===== src/rtl/cdc_tx_scheduler_if.sv =====
// Requester/CDC-channel bundle for cdc_tx_scheduler: request side in, held word + enable level out.
// The slave modport is the scheduler's view; master is the requesters/destination view.
interface cdc_tx_scheduler_if #(
    parameter int NUM_REQ   = 2,
    parameter int BUS_WIDTH = 8
);
    logic [NUM_REQ-1:0]           req_valid;
    logic [NUM_REQ*BUS_WIDTH-1:0] req_data;
    logic                         ack_async;
    logic [NUM_REQ-1:0]           req_grant;
    logic [BUS_WIDTH-1:0]         unsync_bus;
    logic                         bus_enable;
    logic                         done;
    logic                         timeout_err;
    logic                         busy;

    modport master (
        output req_valid, req_data, ack_async,
        input  req_grant, unsync_bus, bus_enable, done, timeout_err, busy
    );

    modport slave (
        input  req_valid, req_data, ack_async,
        output req_grant, unsync_bus, bus_enable, done, timeout_err, busy
    );
endinterface


===== src/rtl/cdc_tx_scheduler.sv =====
// Round-robin owner of one 4-phase CDC data channel; grant+word one edge after IDLE sample, enable one edge later.
// Requesters hold req_valid until granted; a word is released only after ack falls or SEND times out.
module cdc_tx_scheduler #(
    parameter int NUM_REQ        = 2,
    parameter int BUS_WIDTH      = 8,
    parameter int NUM_STAGES     = 2,
    parameter int TIMEOUT_CYCLES = 64
) (
    input  logic                CLK,
    input  logic                RST,
    cdc_tx_scheduler_if.slave   s_if
);
    localparam int PTR_W = (NUM_REQ > 1) ? $clog2(NUM_REQ) : 1;
    localparam int CNT_W = (TIMEOUT_CYCLES > 1) ? $clog2(TIMEOUT_CYCLES) : 1;
    localparam logic [CNT_W-1:0] CNT_LAST = CNT_W'(TIMEOUT_CYCLES - 1);
    localparam logic [PTR_W-1:0] PTR_LAST = PTR_W'(NUM_REQ - 1);

    typedef enum logic [1:0] {
        ST_IDLE    = 2'd0,
        ST_SETUP   = 2'd1,
        ST_SEND    = 2'd2,
        ST_RELEASE = 2'd3
    } state_t;

    state_t                 r_state;
    logic [PTR_W-1:0]       r_ptr;
    logic [CNT_W-1:0]       r_cnt;
    logic [NUM_STAGES-1:0]  r_ack_sync;
    logic [BUS_WIDTH-1:0]   r_bus;
    logic [NUM_REQ-1:0]     r_grant;
    logic                   r_enable;
    logic                   r_done;
    logic                   r_timeout;
    logic                   r_busy;

    state_t                 w_state_nxt;
    logic [PTR_W-1:0]       w_ptr_nxt;
    logic [CNT_W-1:0]       w_cnt_nxt;
    logic [BUS_WIDTH-1:0]   w_bus_nxt;
    logic [NUM_REQ-1:0]     w_grant_nxt;
    logic                   w_enable_nxt;
    logic                   w_done_nxt;
    logic                   w_timeout_nxt;
    logic                   w_ack_s;
    logic                   w_found;
    logic [PTR_W-1:0]       w_win;
    logic [PTR_W-1:0]       w_idx;

    assign w_ack_s = r_ack_sync[NUM_STAGES-1];

    // First valid requester at or cyclically above the pointer wins.
    always_comb begin
        w_found = 1'b0;
        w_win   = '0;
        w_idx   = '0;
        for (int k = 0; k < NUM_REQ; k++) begin
            w_idx = PTR_W'((int'(r_ptr) + k) % NUM_REQ);
            if (!w_found && s_if.req_valid[w_idx]) begin
                w_found = 1'b1;
                w_win   = w_idx;
            end
        end
    end

    always_comb begin
        w_state_nxt   = r_state;
        w_ptr_nxt     = r_ptr;
        w_cnt_nxt     = r_cnt;
        w_bus_nxt     = r_bus;
        w_grant_nxt   = '0;
        w_enable_nxt  = 1'b0;
        w_done_nxt    = 1'b0;
        w_timeout_nxt = 1'b0;
        case (r_state)
            ST_IDLE: begin
                if (w_found) begin
                    w_state_nxt = ST_SETUP;
                    w_bus_nxt   = s_if.req_data[int'(w_win)*BUS_WIDTH +: BUS_WIDTH];
                    w_grant_nxt = NUM_REQ'(1) << w_win;
                    w_ptr_nxt   = (w_win == PTR_LAST) ? '0 : w_win + PTR_W'(1);
                end
            end
            ST_SETUP: begin
                w_state_nxt  = ST_SEND;
                w_cnt_nxt    = '0;
                w_enable_nxt = 1'b1;
            end
            ST_SEND: begin
                w_enable_nxt = 1'b1;
                // An ack arriving in the last allowed cycle still counts as success.
                if (w_ack_s) begin
                    w_state_nxt  = ST_RELEASE;
                    w_enable_nxt = 1'b0;
                    w_done_nxt   = 1'b1;
                end else if (r_cnt == CNT_LAST) begin
                    w_state_nxt   = ST_RELEASE;
                    w_enable_nxt  = 1'b0;
                    w_timeout_nxt = 1'b1;
                end else begin
                    w_cnt_nxt = r_cnt + CNT_W'(1);
                end
            end
            ST_RELEASE: begin
                if (!w_ack_s) begin
                    w_state_nxt = ST_IDLE;
                end
            end
            default: w_state_nxt = ST_IDLE;
        endcase
    end

    always_ff @(posedge CLK or negedge RST) begin
        if (!RST) begin
            r_state    <= ST_IDLE;
            r_ptr      <= '0;
            r_cnt      <= '0;
            r_ack_sync <= '0;
            r_bus      <= '0;
            r_grant    <= '0;
            r_enable   <= 1'b0;
            r_done     <= 1'b0;
            r_timeout  <= 1'b0;
            r_busy     <= 1'b0;
        end else begin
            r_state    <= w_state_nxt;
            r_ptr      <= w_ptr_nxt;
            r_cnt      <= w_cnt_nxt;
            r_ack_sync <= {r_ack_sync[NUM_STAGES-2:0], s_if.ack_async};
            r_bus      <= w_bus_nxt;
            r_grant    <= w_grant_nxt;
            r_enable   <= w_enable_nxt;
            r_done     <= w_done_nxt;
            r_timeout  <= w_timeout_nxt;
            r_busy     <= (w_state_nxt != ST_IDLE);
        end
    end

    assign s_if.req_grant   = r_grant;
    assign s_if.unsync_bus  = r_bus;
    assign s_if.bus_enable  = r_enable;
    assign s_if.done        = r_done;
    assign s_if.timeout_err = r_timeout;
    assign s_if.busy        = r_busy;
endmodule


===== src/flat_wrapper.sv =====
// flat-port wrapper written by rule: the top's interface ports become plain ports
module cdc_tx_scheduler_flat 
#(
    parameter int NUM_REQ        = 2,
    parameter int BUS_WIDTH      = 8,
    parameter int NUM_STAGES     = 2,
    parameter int TIMEOUT_CYCLES = 64
)
  (CLK, RST, s_if_req_valid, s_if_req_data, s_if_ack_async, s_if_req_grant, s_if_unsync_bus, s_if_bus_enable, s_if_done, s_if_timeout_err, s_if_busy);
  cdc_tx_scheduler_if #(.NUM_REQ(NUM_REQ), .BUS_WIDTH(BUS_WIDTH)) s_if_i ();
  input  logic CLK;
  input  logic RST;
  input wire logic [$bits(s_if_i.req_valid)-1:0] s_if_req_valid;
  input wire logic [$bits(s_if_i.req_data)-1:0] s_if_req_data;
  input wire logic [$bits(s_if_i.ack_async)-1:0] s_if_ack_async;
  output wire logic [$bits(s_if_i.req_grant)-1:0] s_if_req_grant;
  output wire logic [$bits(s_if_i.unsync_bus)-1:0] s_if_unsync_bus;
  output wire logic [$bits(s_if_i.bus_enable)-1:0] s_if_bus_enable;
  output wire logic [$bits(s_if_i.done)-1:0] s_if_done;
  output wire logic [$bits(s_if_i.timeout_err)-1:0] s_if_timeout_err;
  output wire logic [$bits(s_if_i.busy)-1:0] s_if_busy;
  assign s_if_i.req_valid = s_if_req_valid;
  assign s_if_i.req_data = s_if_req_data;
  assign s_if_i.ack_async = s_if_ack_async;
  assign s_if_req_grant = s_if_i.req_grant;
  assign s_if_unsync_bus = s_if_i.unsync_bus;
  assign s_if_bus_enable = s_if_i.bus_enable;
  assign s_if_done = s_if_i.done;
  assign s_if_timeout_err = s_if_i.timeout_err;
  assign s_if_busy = s_if_i.busy;
  cdc_tx_scheduler #(.NUM_REQ(NUM_REQ), .BUS_WIDTH(BUS_WIDTH), .NUM_STAGES(NUM_STAGES), .TIMEOUT_CYCLES(TIMEOUT_CYCLES)) u_core (.CLK(CLK), .RST(RST), .s_if(s_if_i));
endmodule

===== config.mk =====
export PLATFORM = sky130hd
export DESIGN_NAME = cdc_tx_scheduler_flat
export DESIGN_NICKNAME = d
export VERILOG_FILES = /design/src/rtl/cdc_tx_scheduler_if.sv /design/src/rtl/cdc_tx_scheduler.sv /design/src/flat_wrapper.sv
export SDC_FILE = /design/constraint.sdc
export NUM_CORES = 1
export LEC_CHECK = 0
export ABC_AREA = 1
export ABC_CLOCK_PERIOD_IN_PS = 2600
export CAP_MARGIN = 20
export CELL_PAD_IN_SITES_DETAIL_PLACEMENT = 1
export CELL_PAD_IN_SITES_GLOBAL_PLACEMENT = 1
export CORE_ASPECT_RATIO = 1.2
export CORE_MARGIN = 1
export CORE_UTILIZATION = 37
export CTS_CLUSTER_SIZE = 12
export DETAILED_ROUTE_END_ITERATION = 8
export PLACE_DENSITY_LB_ADDON = 0.3
export SYNTH_ARGS = -nofsm -noshare
export SYNTH_HDL_FRONTEND = slang
export SYNTH_SLANG_ARGS = --single-unit

===== constraint.sdc =====
create_clock -name CLK -period 2.6 [get_ports CLK]
set_input_delay 0.78 -clock CLK [delete_from_list [all_inputs] [get_ports CLK]]
set_output_delay 0.78 -clock CLK [all_outputs]
set_load 0.1 [all_outputs]

* Word level (Yosys, flattened, before mapping)
Cells that the tools add are included.
Word-level totals: bits in registers 25, bits in latches 0, memory bits (writable) 0, ROM bits 0, input port bits 21, output and inout bits 14, logic and storage cells 57, memories 0
Operators by class: add/sub/neg operators 3, multiply operators 0, divide/modulo/power cells 0, order comparisons 2, equality and inequality tests 6, shifts and indexed selects 2, mux-type cells 27, bitwise gates (word level) 0, reduce and logical (&&, ||, !) cells 7
Operator list (count):
- 2-to-1 mux 1 bit | 16
- variable part select 16 x 5 -> 8 bit | 1
- 2-to-1 mux 2 bit | 6
- 2-to-1 mux 6 bit | 2
- one-hot mux 6 bit (2 select lines) | 1
- one-hot mux 2 bit (4 select lines) | 1
- adder 6 x 1 -> 6 bit (second input constant) | 1
- equality test 6 bit (second input constant) | 1
- equality test 2 bit (second input constant) | 2
- less-than comparator 1 x 2 -> 1 bit (second input constant) | 2
- != test 2 bit (second input constant) | 2
- nonzero test 2 bit | 2
- AND reduction 3 bit | 1
- adder 1 bit (second input constant) | 2
- equality test 2 x 1 -> 1 bit (second input constant) | 1
- zero test 2 bit | 1
- one-hot mux 1 bit (2 select lines) | 1
- AND reduction 2 bit | 1
- << shifter 1 x 1 -> 2 bit (first input constant) | 1
- logical AND 1 bit | 1
- zero test 1 bit | 1

* Longest topological paths before layout
depth in word-level cells 9, mapped depth 9

* Least setup slack after synthesis
No wires, ideal clock.
path type reg-to-output, from register u_core.r_bus[0] (netlist: u_core.s_if.unsync_bus[0]), to output port s_if_unsync_bus[0], data arrival time 898 ps, required time 1820 ps, slack 922 ps, cell stages (with the launch flop) 1, path through dfrtp_1
RTL lines:
- start, declared | RTL line cdc_tx_scheduler.sv:29 | logic [BUS_WIDTH-1:0] r_bus;
- start signal, assigned | RTL line cdc_tx_scheduler.sv:129 | r_bus <= w_bus_nxt;
- end, declared | RTL line flat_wrapper.sv:17 | output wire logic [$bits(s_if_i.unsync_bus)-1:0] s_if_unsync_bus;
No word-level cell between the ends.

* Worst setup path after layout
from input port s_if_req_valid[1], to register u_core.r_ptr
On the way: word-level cells in the longest chain between the ends 8
RTL lines:
- start, declared | RTL line flat_wrapper.sv:13 | input wire logic [$bits(s_if_i.req_valid)-1:0] s_if_req_valid;
- 2-to-1 mux 1 bit (implied by the code) (2 in a row) | RTL line cdc_tx_scheduler.sv:58 | if (!w_found && s_if.req_valid[w_idx]) begin
- 2-to-1 mux 1 bit | RTL line cdc_tx_scheduler.sv:58
- zero test 1 bit | RTL line cdc_tx_scheduler.sv:58
- logical AND 1 bit | RTL line cdc_tx_scheduler.sv:58
- 2-to-1 mux 1 bit | RTL line cdc_tx_scheduler.sv:58
- adder 1 bit | RTL line cdc_tx_scheduler.sv:80 | w_ptr_nxt = (w_win == PTR_LAST) ? '0 : w_win + PTR_W'(1);
- 2-to-1 mux 1 bit | RTL line cdc_tx_scheduler.sv:80
- end signal, assigned | RTL line cdc_tx_scheduler.sv:126 | r_ptr <= w_ptr_nxt;
- end, declared | RTL line cdc_tx_scheduler.sv:26 | logic [PTR_W-1:0] r_ptr;
Parallel ways exist; a longest one is shown, timed or not. The select of a mux whose other input is x is not followed. A chain may end at the register's enable or synchronous reset.

==> run summary <==
Die ar. = 3840 µm²
vias per cell = 4.90
CP startpoint = s_if_req_valid[1]
setup bufs post-CTS = 0
family with the most delay on the worst path = buffers and inverters
# diodes = 0
mean area per synthesized cell = 8.17 µm²
number of global-route vias before repair = 1209
Max Fclk = 0.516 GHz
final hold slack = 0.356 ns
total track usage = 18.2%
total I/O pin count = 35
CP max FO = 10
share of layout cells above drive strength 1 = 17.1%
reg2reg end = u_core.r_cnt[5]
FF-to-FF setup slack = 0.90 ns
Final Wtd Congestion = 0.784
Setup violations, final = 0
asr flop ratio synth = 100%
flops & latches, synth = 25
CP arrival = 2.12 ns
Post-synth EDFFs = 0
top post-synthesis cells by area = dfrtp_1, nand2_1, nand3_1
CP cell instances = clkdlybuf4s50_1 -> nand3b_4 -> nand2_4 -> inv_2 -> nand2_1 -> o21ai_0
Die W = 56.8 µm
Reg clk slew, reported paths = 0.08 ns
type of the most critical hold path = flop to flop
Skew-Pair Late Insertion Delay = 0.26 ns
Final Skew = 0.00260 ns
worst setup path end = u_core.r_ptr
critical path depth = 6
Post-Synthesis Cells = 163
Static Leak = 0.912 nW
Peak VDD IR = 735 µV
sequential area share after synthesis = 47.0%
Synth top cells by count = nand2_1, dfrtp_1, nand3_1
Max-cap violations = 0
dpl ws = 0.376 ns
via count = 1157
CTS tree = yes
syn_nets = 189
root buffer cell = clkbuf_8
post-placement cell count = 232
wire length of the first global-routing pass = 5.34 mm
Final WS setup = 0.663 ns
Critical Path Start Type = input pin
hold_buf cts = 0
fin crit share = 74.5%
top cell type's share of synthesized area = 47.0%
Die Y = 67.7 µm
CP Class = input pin to flop
post-route setup TNS = 0 ns
most frequent cell after synthesis = nand2_1
CP Capture Type = flop
status = finished clean
clock sink total = 25
final hold violations = 0
Design Area, Final = 1700 µm²
Layout Nets = 226
synthesized area = 1330 µm²
largest net degree at the start of global routing = 26
placed cell areas = 1660 µm²
RSZ-0062 raised after global routing = no
# port buffers = 34
final WL = 3.05 mm
largest area contributor in the netlist = dfrtp_1
Area Overhead vs Synth = 27.9%
Final min period = 1.94 ns
first-pass detailed-route iteration total = 3
DRC Markers = 0
delay of the slowest cell on the worst path = 0.68 ns
Yosys warning count = 0
P per Cell Area = 1270 nW/µm²
Slew Limit Fails = 0
Crit path required time = 2.78 ns
Detailed Route Iter0 Violations = 30
ys flop type = dfrtp_1
Finished Layout Cells = 236
routed len/inst = 12.9 µm
buffers and inverters on the worst path = 2
Synth cell types = 20
initial antenna violation count = 0
CTS max path bufs = 2
Core Box Area = 3400 µm²
worst reg2reg path startpoint = u_core.r_state[0]
detailed placer's ending HPWL = 2.48 mm
R2R cell count = 7
Slowest-stage cell, CP = clkdlybuf4s50_1
post-cts resize count = 0
CTS Buf Count = 3
Starting Density = 39.2%
H-Tree Depth = 1
total global routing overflow = 0
transition time of the tightest slew-check pin = 0.468 ns
Antenna Nets Post-Route = 0
# rows = 23
Max transition margin = 68.8%
==> how the worst min path moves through the flow <==
stage                     cells after the start                 start                   end
after global placement                        0  u_core.r_ack_sync[0]  u_core.r_ack_sync[1]
final                                         0  u_core.r_ack_sync[0]  u_core.r_ack_sync[1]
after CTS                                     0  u_core.r_ack_sync[0]  u_core.r_ack_sync[1]
after global routing                          0  u_core.r_ack_sync[0]  u_core.r_ack_sync[1]
after floorplan                               0  u_core.r_ack_sync[0]  u_core.r_ack_sync[1]
after detailed placement                      0  u_core.r_ack_sync[0]  u_core.r_ack_sync[1]
==> kinds of logic after synthesis <==
kind of cell	share of synthesized area, %
AND/OR/NAND/NOR	34.6
flip-flops	47.0
buffers and inverters	7.99
AO/OA/AOI/OAI	5.73
adder cells (fa/ha/maj)	4.70
==> per-layer routing <==
layer | GRT usage [%] | up-vias | wire (µm)
met3 | 2.30 | 2 | 106
met4 | 6.10 | 0 | 24
met5 | 0 | - | 0
li1 | - | 579 | -
met2 | 34.4 | 27 | 1630
met1 | 21.5 | 549 | 1290
==> layout by cell type (no fill, tap or decap), drive strengths merged, types with 3 or more instances in the layout <==
master         count
inv               17
nand3             17
clkdlybuf4s50     20
buf               15
o21ai              8
ha                 5
nand4              3
dfrtp             25
nor2               9
nand2             70
clkbuf             4
==> final cells by class <==
class | instances | area (µm²)
clock buffer | 4 | 45.0
fill | 434 | 1690
sequential | 25 | 626
inverter | 19 | 73.8
tap | 37 | 46.3
timing repair buffer | 35 | 313
multi-input combinational | 116 | 599
==> where the power goes <==
group / switching (mW) / total [mW] / internal (mW)
Clock: 0.116 / 0.225 / 0.109
Combinational: 1.04 / 1.34 / 0.302
Sequential: 0.0885 / 0.599 / 0.511
Total: 1.24 / 2.17 / 0.922
==> registers in the layout (all words and copies together), names as in the netlist <==
register	flops
u_core.s_if.unsync_bus	8
u_core.s_if.req_grant	2
u_core.r_ack_sync	2
u_core.r_ptr	1
u_core.s_if.bus_enable	1
u_core.s_if.busy	1
u_core.s_if.timeout_err	1
u_core.r_state	2
u_core.r_cnt	6
u_core.s_if.done	1
==> through the flow <==
stage | util (%) | total power, mW
finish | 50.1 | 2.17
detailed placement | 48.8 | 1.96
floorplan | - | 1.69
CTS | 50.1 | 2.20
global route | 50.1 | 2.32
global placement | 48.8 | 1.92
(Power assumes the default switching activity.)
